File: config.mk
export PLATFORM = sky130hd
export DESIGN_NAME = traffic_light_ctrl_flat
export DESIGN_NICKNAME = d
export VERILOG_FILES = /design/src/rtl/traffic_light_ctrl_if.sv /design/src/rtl/traffic_light_ctrl.sv /design/src/flat_wrapper.sv
export SDC_FILE = /design/constraint.sdc
export NUM_CORES = 1
export LEC_CHECK = 0
export ABC_AREA = 1
export CELL_PAD_IN_SITES_DETAIL_PLACEMENT = 1
export CELL_PAD_IN_SITES_GLOBAL_PLACEMENT = 1
export CORE_MARGIN = 4
export CORE_UTILIZATION = 30
export CTS_BUF_LIST = sky130_fd_sc_hd__clkbuf_16
export CTS_CLUSTER_SIZE = 28
export DETAILED_ROUTE_END_ITERATION = 16
export GPL_TIMING_DRIVEN = 0
export PLACE_DENSITY = 0.56
export SETUP_SLACK_MARGIN = 0.15
export SYNTH_ARGS = -nofsm -noshare
export SYNTH_HDL_FRONTEND = slang
export SYNTH_SLANG_ARGS = --single-unit
File: constraint.sdc
create_clock -name Clk -period 3.1 [get_ports Clk]
set_input_delay 0.62 -clock Clk [delete_from_list [all_inputs] [get_ports Clk]]
set_output_delay 0.62 -clock Clk [all_outputs]
set_load 0.02 [all_outputs]
File: src/rtl/traffic_light_ctrl_if.sv
// Traffic light controller state codes, lamp patterns and I/O bundle.
// slave: Tick_in/Ped_req in; NS_light/EW_light/Walk/Ped_ack/State out.
package traffic_light_ctrl_pkg;
  typedef enum logic [2:0] {
    RED_A     = 3'd0,
    NS_GREEN  = 3'd1,
    NS_YELLOW = 3'd2,
    RED_B     = 3'd3,
    EW_GREEN  = 3'd4,
    EW_YELLOW = 3'd5,
    PED_WALK  = 3'd6
  } state_e;

  localparam logic [2:0] LT_R = 3'b100;
  localparam logic [2:0] LT_Y = 3'b010;
  localparam logic [2:0] LT_G = 3'b001;
endpackage

interface traffic_light_ctrl_if;
  logic       Tick_in;
  logic       Ped_req;
  logic [2:0] NS_light;
  logic [2:0] EW_light;
  logic       Walk;
  logic       Ped_ack;
  logic [2:0] State;

  modport master (
    output Tick_in, Ped_req,
    input  NS_light, EW_light, Walk, Ped_ack, State
  );

  modport slave (
    input  Tick_in, Ped_req,
    output NS_light, EW_light, Walk, Ped_ack, State
  );
endinterface

File: src/rtl/traffic_light_ctrl.sv
// Two-way traffic light FSM paced by a synchronised slow tick, with walk phase.
// Ports: Clk, nReset (async low), io (slave: tick/request in, lamps/status out).
module traffic_light_ctrl
  import traffic_light_ctrl_pkg::*;
#(
  parameter int unsigned TW           = 8,
  parameter int unsigned GREEN_TICKS  = 10,
  parameter int unsigned YELLOW_TICKS = 4,
  parameter int unsigned ALLRED_TICKS = 2,
  parameter int unsigned WALK_TICKS   = 6
) (
  input logic              Clk,
  input logic              nReset,
  traffic_light_ctrl_if.slave io
);

  localparam int unsigned G_D = (GREEN_TICKS  < 1) ? 1 : GREEN_TICKS;
  localparam int unsigned Y_D = (YELLOW_TICKS < 1) ? 1 : YELLOW_TICKS;
  localparam int unsigned R_D = (ALLRED_TICKS < 1) ? 1 : ALLRED_TICKS;
  localparam int unsigned W_D = (WALK_TICKS   < 1) ? 1 : WALK_TICKS;

  localparam logic [TW-1:0] G_LAST = TW'(G_D - 1);
  localparam logic [TW-1:0] Y_LAST = TW'(Y_D - 1);
  localparam logic [TW-1:0] R_LAST = TW'(R_D - 1);
  localparam logic [TW-1:0] W_LAST = TW'(W_D - 1);

  localparam logic DIR_NS = 1'b0;
  localparam logic DIR_EW = 1'b1;

  logic          tick_s1_q, tick_s1_d;
  logic          tick_s2_q, tick_s2_d;
  logic          tick_prev_q, tick_prev_d;
  logic [1:0]    vld_q, vld_d;
  logic          arm_q, arm_d;
  logic          ped_s1_q, ped_s1_d;
  logic          ped_s2_q, ped_s2_d;
  logic          ped_prev_q, ped_prev_d;
  state_e        state_q, state_d;
  logic [TW-1:0] timer_q, timer_d;
  logic          pend_q, pend_d;
  logic          dir_q, dir_d;
  logic          ack_q, ack_d;
  logic          walk_q, walk_d;
  logic [2:0]    ns_q, ns_d;
  logic [2:0]    ew_q, ew_d;

  logic          tick;
  logic          ped_edge;
  logic          expire;
  logic          enter_walk;
  logic [TW-1:0] last;

  always_comb begin
    tick_s1_d   = io.Tick_in;
    tick_s2_d   = tick_s1_q;
    tick_prev_d = tick_s2_q;
    ped_s1_d    = io.Ped_req;
    ped_s2_d    = ped_s1_q;
    ped_prev_d  = ped_s2_q;

    // Ticks are armed only once the synchronised input has been seen
    // low, so a Tick_in already high at reset release is not an edge.
    vld_d = {vld_q[0], 1'b1};
    arm_d = arm_q | (vld_q[1] & ~tick_s2_q);

    tick     = arm_q & tick_s2_q & ~tick_prev_q;
    ped_edge = ped_s2_q & ~ped_prev_q;

    unique case (state_q)
      NS_GREEN, EW_GREEN:   last = G_LAST;
      NS_YELLOW, EW_YELLOW: last = Y_LAST;
      RED_A, RED_B:         last = R_LAST;
      PED_WALK:             last = W_LAST;
      default:              last = '0;
    endcase

    expire  = tick & (timer_q == last);
    state_d = state_q;
    dir_d   = dir_q;
    timer_d = tick ? timer_q + TW'(1) : timer_q;
    pend_d  = pend_q | (ped_edge & (state_q != PED_WALK));

    unique case (state_q)
      RED_A: if (expire) begin
        state_d = pend_q ? PED_WALK : NS_GREEN;
        dir_d   = pend_q ? DIR_NS : dir_q;
      end
      NS_GREEN:  if (expire) state_d = NS_YELLOW;
      NS_YELLOW: if (expire) state_d = RED_B;
      RED_B: if (expire) begin
        state_d = pend_q ? PED_WALK : EW_GREEN;
        dir_d   = pend_q ? DIR_EW : dir_q;
      end
      EW_GREEN:  if (expire) state_d = EW_YELLOW;
      EW_YELLOW: if (expire) state_d = RED_A;
      PED_WALK: if (expire) begin
        state_d = (dir_q == DIR_EW) ? EW_GREEN : NS_GREEN;
      end
      default: begin
        state_d = RED_A;
        timer_d = '0;
      end
    endcase

    if (expire) timer_d = '0;

    // An edge landing on the entry cycle is absorbed by this clear.
    enter_walk = (state_d == PED_WALK) & (state_q != PED_WALK);
    if (enter_walk) pend_d = 1'b0;

    ack_d  = enter_walk;
    walk_d = (state_d == PED_WALK);
    ns_d   = LT_R;
    ew_d   = LT_R;
    unique case (1'b1)
      state_d == NS_GREEN:  ns_d = LT_G;
      state_d == NS_YELLOW: ns_d = LT_Y;
      state_d == EW_GREEN:  ew_d = LT_G;
      state_d == EW_YELLOW: ew_d = LT_Y;
      default: ;
    endcase
  end

  always_ff @(posedge Clk or negedge nReset) begin
    if (!nReset) begin
      tick_s1_q   <= 1'b0;
      tick_s2_q   <= 1'b0;
      tick_prev_q <= 1'b0;
      vld_q       <= 2'b00;
      arm_q       <= 1'b0;
      ped_s1_q    <= 1'b0;
      ped_s2_q    <= 1'b0;
      ped_prev_q  <= 1'b0;
      state_q     <= RED_A;
      timer_q     <= '0;
      pend_q      <= 1'b0;
      dir_q       <= DIR_NS;
      ack_q       <= 1'b0;
      walk_q      <= 1'b0;
      ns_q        <= LT_R;
      ew_q        <= LT_R;
    end else begin
      tick_s1_q   <= tick_s1_d;
      tick_s2_q   <= tick_s2_d;
      tick_prev_q <= tick_prev_d;
      vld_q       <= vld_d;
      arm_q       <= arm_d;
      ped_s1_q    <= ped_s1_d;
      ped_s2_q    <= ped_s2_d;
      ped_prev_q  <= ped_prev_d;
      state_q     <= state_d;
      timer_q     <= timer_d;
      pend_q      <= pend_d;
      dir_q       <= dir_d;
      ack_q       <= ack_d;
      walk_q      <= walk_d;
      ns_q        <= ns_d;
      ew_q        <= ew_d;
    end
  end

  assign io.NS_light = ns_q;
  assign io.EW_light = ew_q;
  assign io.Walk     = walk_q;
  assign io.Ped_ack  = ack_q;
  assign io.State    = state_q;

endmodule

File: src/flat_wrapper.sv
// flat-port wrapper written by rule: the top's interface ports become plain ports
module traffic_light_ctrl_flat import traffic_light_ctrl_pkg::*;
#(
  parameter int unsigned TW           = 8,
  parameter int unsigned GREEN_TICKS  = 10,
  parameter int unsigned YELLOW_TICKS = 4,
  parameter int unsigned ALLRED_TICKS = 2,
  parameter int unsigned WALK_TICKS   = 6
)
  (Clk, nReset, io_Tick_in, io_Ped_req, io_NS_light, io_EW_light, io_Walk, io_Ped_ack, io_State);
  traffic_light_ctrl_if io_i ();
  input logic Clk;
  input logic nReset;
  input wire logic [$bits(io_i.Tick_in)-1:0] io_Tick_in;
  input wire logic [$bits(io_i.Ped_req)-1:0] io_Ped_req;
  output wire logic [$bits(io_i.NS_light)-1:0] io_NS_light;
  output wire logic [$bits(io_i.EW_light)-1:0] io_EW_light;
  output wire logic [$bits(io_i.Walk)-1:0] io_Walk;
  output wire logic [$bits(io_i.Ped_ack)-1:0] io_Ped_ack;
  output wire logic [$bits(io_i.State)-1:0] io_State;
  assign io_i.Tick_in = io_Tick_in;
  assign io_i.Ped_req = io_Ped_req;
  assign io_NS_light = io_i.NS_light;
  assign io_EW_light = io_i.EW_light;
  assign io_Walk = io_i.Walk;
  assign io_Ped_ack = io_i.Ped_ack;
  assign io_State = io_i.State;
  traffic_light_ctrl #(.TW(TW), .GREEN_TICKS(GREEN_TICKS), .YELLOW_TICKS(YELLOW_TICKS), .ALLRED_TICKS(ALLRED_TICKS), .WALK_TICKS(WALK_TICKS)) u_core (.Clk(Clk), .nReset(nReset), .io(io_i));
endmodule
# == Word level (Yosys, flattened, before mapping) ==
# Cells that the tools add are included.
# classes
add_sub_neg,1
n_eq_ne,18
muxes,23
bitwise_logic,12
n_reduce_logical,7
# ops
operator,count
$mux W3,9
$mux W8,3
$pmux W3 S7,1
$eq A3 B3 Y1 const B,6
$pmux W4 S4,1
$pmux W3 S2,2
$eq A3 B2 Y1 const B,3
$add A8 B1 Y8 const B,1
$eq A8 B4 Y1,1
$ne A2 B1 Y1 const B,4
$and A1 B1 Y1,7
$reduce_or A7 Y1,1
$eq A3 B1 Y1 const B,2
$reduce_or A2 Y1,3
$mux W1,5
$reduce_and A5 Y1,1
$logic_not A3 Y1,1
$ne A3 B1 Y1 const B,1
$ne A3 B3 Y1 const B,1
$not A1 Y1,3
$mux W2,1
$or A1 B1 Y1,2
$pmux W1 S2,1
$reduce_bool A2 Y1,1
# totals
register_bits,30
in_bits,4
out_inout_bits,11
elab_cells,77

# == Depth between registers and ports, before layout ==
# depth
ltp_word,10
ltp_mapped,15
depth_no_buf,14

# == Least setup slack after synthesis ==
# Ideal clock, no wire load.
# synth_timing
path_kind,register -> register
start,register u_core.state_q[1] (netlist: u_core.io.State[1])
end,register u_core.pend_q
setup_time_ps,113
arrival_time_ps,1757
required_ps,2987
setup_slack_ps,1230
stages_incl_launch_ff,15
path_buffers,1
period_less_slack_ps,1870
cell_sequence,dfrtp_1 > buf_2 > nor2_1 > nand2_1 > nand2_1 > nor2_1 > nor2_4 > nand2_4 > nand2_1 > nand2_1 > nand2_1 > nand2_2 > nand4_1 > nand2_1 > inv_1
# synth_between
elab_chain_cells,10
word_cells_on_any_way,27
classes_between,eq/ne (9); mux (10); bitwise (4); reduce/logical (4)
# synth_lines
item,line,source
"start, declared",traffic_light_ctrl.sv:38,"state_e state_q, state_d;"
"start signal, assigned",traffic_light_ctrl.sv:151,state_q <= state_d;
"$eq A3 B2 Y1, or another cell as far along","traffic_light_ctrl.sv:69, traffic_light_ctrl.sv:83",
$reduce_or A2 Y1,traffic_light_ctrl.sv:69,unique case (state_q)
$pmux W4 S4,traffic_light_ctrl.sv:69,
$eq A8 B4 Y1,traffic_light_ctrl.sv:77,expire = tick & (timer_q == last);
$and A1 B1 Y1,traffic_light_ctrl.sv:77,
"$mux W3, or another cell as far along",traffic_light_ctrl.sv:96,PED_WALK: if (expire) begin
$pmux W3 S7 (*),traffic_light_ctrl.sv:83,unique case (state_q)
via u_core.state_d[1],traffic_light_ctrl.sv:38,
$eq A3 B3 Y1 (*),traffic_light_ctrl.sv:108,enter_walk = (state_d == PED_WALK) & (state_q != PED_WALK);
$and A1 B1 Y1 (*),traffic_light_ctrl.sv:108,
$mux W1 (*),traffic_light_ctrl.sv:109,if (enter_walk) pend_d = 1'b0;
via u_core.pend_d,traffic_light_ctrl.sv:40,"logic pend_q, pend_d;"
"end signal, assigned",traffic_light_ctrl.sv:153,pend_q <= pend_d;
"end, declared",traffic_light_ctrl.sv:40,
# Mark *: on every way through the listed nets, which the timed path passes. The rest lies on a longest branch.
# A chain may end at the register's enable or synchronous reset.

# == Worst setup path in the final report ==
# layout_timing
start,register u_core.state_q[0] (netlist: u_core.io.State[0])
end,output io_State[0]
# layout_rtl
item,line,source
"end, declared",flat_wrapper.sv:20,output wire logic [$bits(io_i.State)-1:0] io_State;
# No word-level cell between the ends.

==> reports/metrics.sh <==
CTS_MADE_BUFFERS=5
TIMING.CRITICAL_PATH.REQUIRED_NS=2.48
ROUTABILITYCONGESTION=0.826
HOLDCRITSTARTPOINT='u_core.vld_q[0]'
VDD_IR_DROP_MAX_uV=518
DR.PASS1.ITERS=4
WIRE_LENGTH_OF_THE_FIRST_GLOBAL_ROUTING_PASS_MM=6.05
START_UTIL_PCT=31.0
DETAIL-ROUTE-ANTENNA-NETS=0
IO-PIN-COUNT=15
OVERALL_VIA_COUNT_FROM_DETAIL_ROUTE=1166
FINAL_MAX_SLEW_VIOL_COUNT=0
CRITICAL_PATH.TOP_DELAY_FAMILY='buffers and inverters'
DRTITER0DRC=52
ACHIEVABLE-FREQUENCY_GHz=0.477
PATH_CLK_SLEW_NS=0.06
CTS.HOLD.BUFFERS_ADDED=0
CTS_RESIZED=0
WORSTSETUPPATHTYPE='register to output pin'
CLOCK_TREE.HTREE_LEVEL_COUNT=2
SYNTHCELLS=163
DRT_WL_TOTAL_MM=3.41
SYNTH_AREA_LEADERS='sky130_fd_sc_hd__dfrtp_1, sky130_fd_sc_hd__nand2_1, sky130_fd_sc_hd__inv_1'
FINAL_SUM_OF_NEGATIVE_SETUP_SLACK_NS=0
OVERFLOW=0
NUMBER_OF_ENABLE_FLIP_FLOP_CELLS_AFTER_SYNTHESIS=0
PLACE.PORT_BUFFERS=14
NUM_ANTENNA_CELLS=0
CLOCK_TREE.ROOT_CELL='sky130_fd_sc_hd__clkbuf_16'
MIN-DELAY-PATH-CLASS='register to register'
ROW_COUNT=25
WORST_SLEW_MARGIN_REL_PCT=55.4
CORE_AREA_UM2=4750
CLKSINKCOUNT=30
SEQ_AREA_FRAC_SYNTH_PCT=51.1
CTS_POST_SETUP_BUFFERS_INSERTED=0
NUMBER_OF_ANTENNA_VIOLATIONS_AT_THE_FIRST_CHECK_IN_GLOBAL_ROUTING=0
NETLIST-CELL-TYPE-COUNT=28
DESIGN.DIE.AREA_UM2=6090
GROUTE.USAGE.OVERALL_PCT=12.7
SKEW_NS=0.00705
SYNTH_FF_TYPE='sky130_fd_sc_hd__dfrtp_1'
CP_NUM_BUF_INV=1
FINALNETCOUNT=189
CRITICAL_PATH.SLOWEST_CELL='sky130_fd_sc_hd__clkdlybuf4s50_1'
CRITICAL_PATH_PEAK_FANOUT=8
ENDPOINT_KIND='output pin'
SYNTHESIS.AREA_PER_INSTANCE_UM2=9.03
POST-ROUTE-CELL-AREA_UM2=1830
DETAIL_ROUTE.DRC_VIOLATIONS=0
AREA.GROWTH.SYNTH_TO_FINAL_PCT=24.5
POST_DRT_VIA_CELL_RATIO=4.63
FINAL_LAYOUT_SIZE_SUFFIX_GT1_SHARE_PCT=20.5
MAX_CAP_VIOLATIONS=0
YOSYS.AREA.TOP_TYPE='sky130_fd_sc_hd__dfrtp_1'
MAPPED_CELL_AREA_UM2=1470
SYNTHESIS.NETS=168
ARRIVAL_NS=1.48
SHARE_OF_THE_CLOCK_PERIOD_USED_BY_THE_WORST_PATH_AFTER_LAYOUT_PCT=67.6
RUN_STATUS='completed'
CRITICAL_PATH.STARTPOINT='u_core.io.State[0]'
SYNTH.FF_LATCH_COUNT=30
LARGEST_NET_DEGREE_AT_THE_START_OF_GLOBAL_ROUTING=31
SETUP_VIOL=0
GRT_SETUP_UNREPAIRED='no'
CTS_BUFFER_DEPTH=2
WORST_PATH_LARGEST_CELL_DELAY_NS=0.67
DPL-INSTANCE-AREA_UM2=1700
WL_PER_CELL_UM=13.5
CRIT_PATH_CELL_TRACE='clkdlybuf4s50_1'
P_PER_AREA_nW_PER_UM2=988
POST-DP-HPWL_MM=2.60
FIRST_GLOBAL_VIAS=1263
FINAL_CRITICAL_PATH_SETUP_SLACK_NS=1.00
LAYOUT_MIN_CYCLE_TIME_NS=2.10
POWER_LEAKAGE_nW=0.902
YOSYS.AREA.TOP_TYPE_SHARE_PCT=47.6
TIGHTEST_SLEW_NS=0.669
CLK-INSERTION-DELAY-LATE_NS=0.27
DIE_W_UM=78.1
CHIPHEIGHT_UM=78.1
DETAILEDPLACE.WORSTSLACK_NS=0.799
CTS_TREE='yes'
WORST_SETUP_PATH_START_KIND='register'
N_FILL_CELL=581
DESIGN_POWER_TOTAL_mW=1.81
YOSYSWARNINGCOUNT=0
R2R_START='u_core.io.State[1]'
ASYNC_RESET_FF_SHARE_PCT=100
TIMING.FINAL.HOLD_VIOLATIONS=0
FINAL.HOLD.WORST_SLACK_NS=0.348
==> placed cells by master (no fill, tap or decap), drive strengths merged, types with 2 or more instances in the layout <==
master         count
clkbuf             5
inv               23
xor2               2
nor3               2
a21oi              3
nand4              7
clkinv             2
buf                2
nand2             38
o21ai              6
nor2              20
nand3             22
dfstp              2
nand3b             2
clkdlybuf4s50     13
dfrtp             28
==> cells by family after synthesis <==
logic type / count (synthesis) / share of synthesized area (%)
adder cells (fa/ha/maj): 1 / 0.849
AND/OR/NAND/NOR: 91 / 34.7
other: 1 / 0.255
flip-flops: 30 / 51.1
XOR/XNOR: 2 / 1.19
buffers and inverters: 24 / 6.20
AO/OA/AOI/OAI: 14 / 5.69
==> registers in the layout (all words and copies together) (netlist names), 2 cells and up <==
signal / flops
u_core.timer_q: 8
u_core.io.EW_light: 3
u_core.io.State: 3
u_core.io.NS_light: 3
u_core.vld_q: 2
==> layer usage <==
metal  vias up  GRT usage, %  share of wire (%)  wire (um)
li1        574             -                  -          -
met1       569          16.2                 47       1600
met2        19          19.9                 47       1600
met3         4          4.24                5.2        177
met4         0          4.90                1.0         34
met5         -             0                  0          0
==> final timing paths <==
check | cells after the start | to | slack (ns)
max in group asynchronous | 1 | u_core.io.NS_light[1] | 2.28
setup reg to reg | 13 | u_core.pend_q | 1.07
hold reg to reg | 0 | u_core.vld_q[1] | 0.35
setup / recovery | 1 | io_State[0] | 1.00
min in group asynchronous | 1 | u_core.timer_q[2] | 0.38
hold / removal | 0 | u_core.vld_q[1] | 0.35
==> metrics by stage <==
step                      utilization, %  std cells
after CTS                           38.7        252
after global routing                38.6        252
after floorplan                        -        163
final                               38.6        252
after global placement              35.7        244
after detailed placement            35.7        244
==> where the power goes <==
group | internal (mW) | switching [mW]
sequential | 0.488 | 0.0785
clock | 0.292 | 0.173
combinational | 0.272 | 0.506
==> synth_stat cells (3+ instances only) <==
cell type / count
sky130_fd_sc_hd__a21oi_1: 3
sky130_fd_sc_hd__inv_1: 20
sky130_fd_sc_hd__nand3_1: 14
sky130_fd_sc_hd__o21ai_0: 6
sky130_fd_sc_hd__dfrtp_1: 28
sky130_fd_sc_hd__nand2_1: 30
sky130_fd_sc_hd__nor2_2: 4
sky130_fd_sc_hd__nand2_2: 7
sky130_fd_sc_hd__nand3_2: 7
sky130_fd_sc_hd__nand4_1: 7
sky130_fd_sc_hd__inv_2: 3
sky130_fd_sc_hd__nor2_1: 13
==> final cells by class <==
class                   instances  area, um^2  area share (%)
clock buffers                   5         125            6.83
repair buffers                 14         135            7.37
well taps                      67        83.8            4.57
inverters                      23        86.3            4.71
plain buffers                   1        5.00           0.273
flip-flops and latches         30         753            41.1
multi-input cells             109         628            34.3
clock inverters                 3        16.3           0.887
Power figures use the tool's default switching activity.
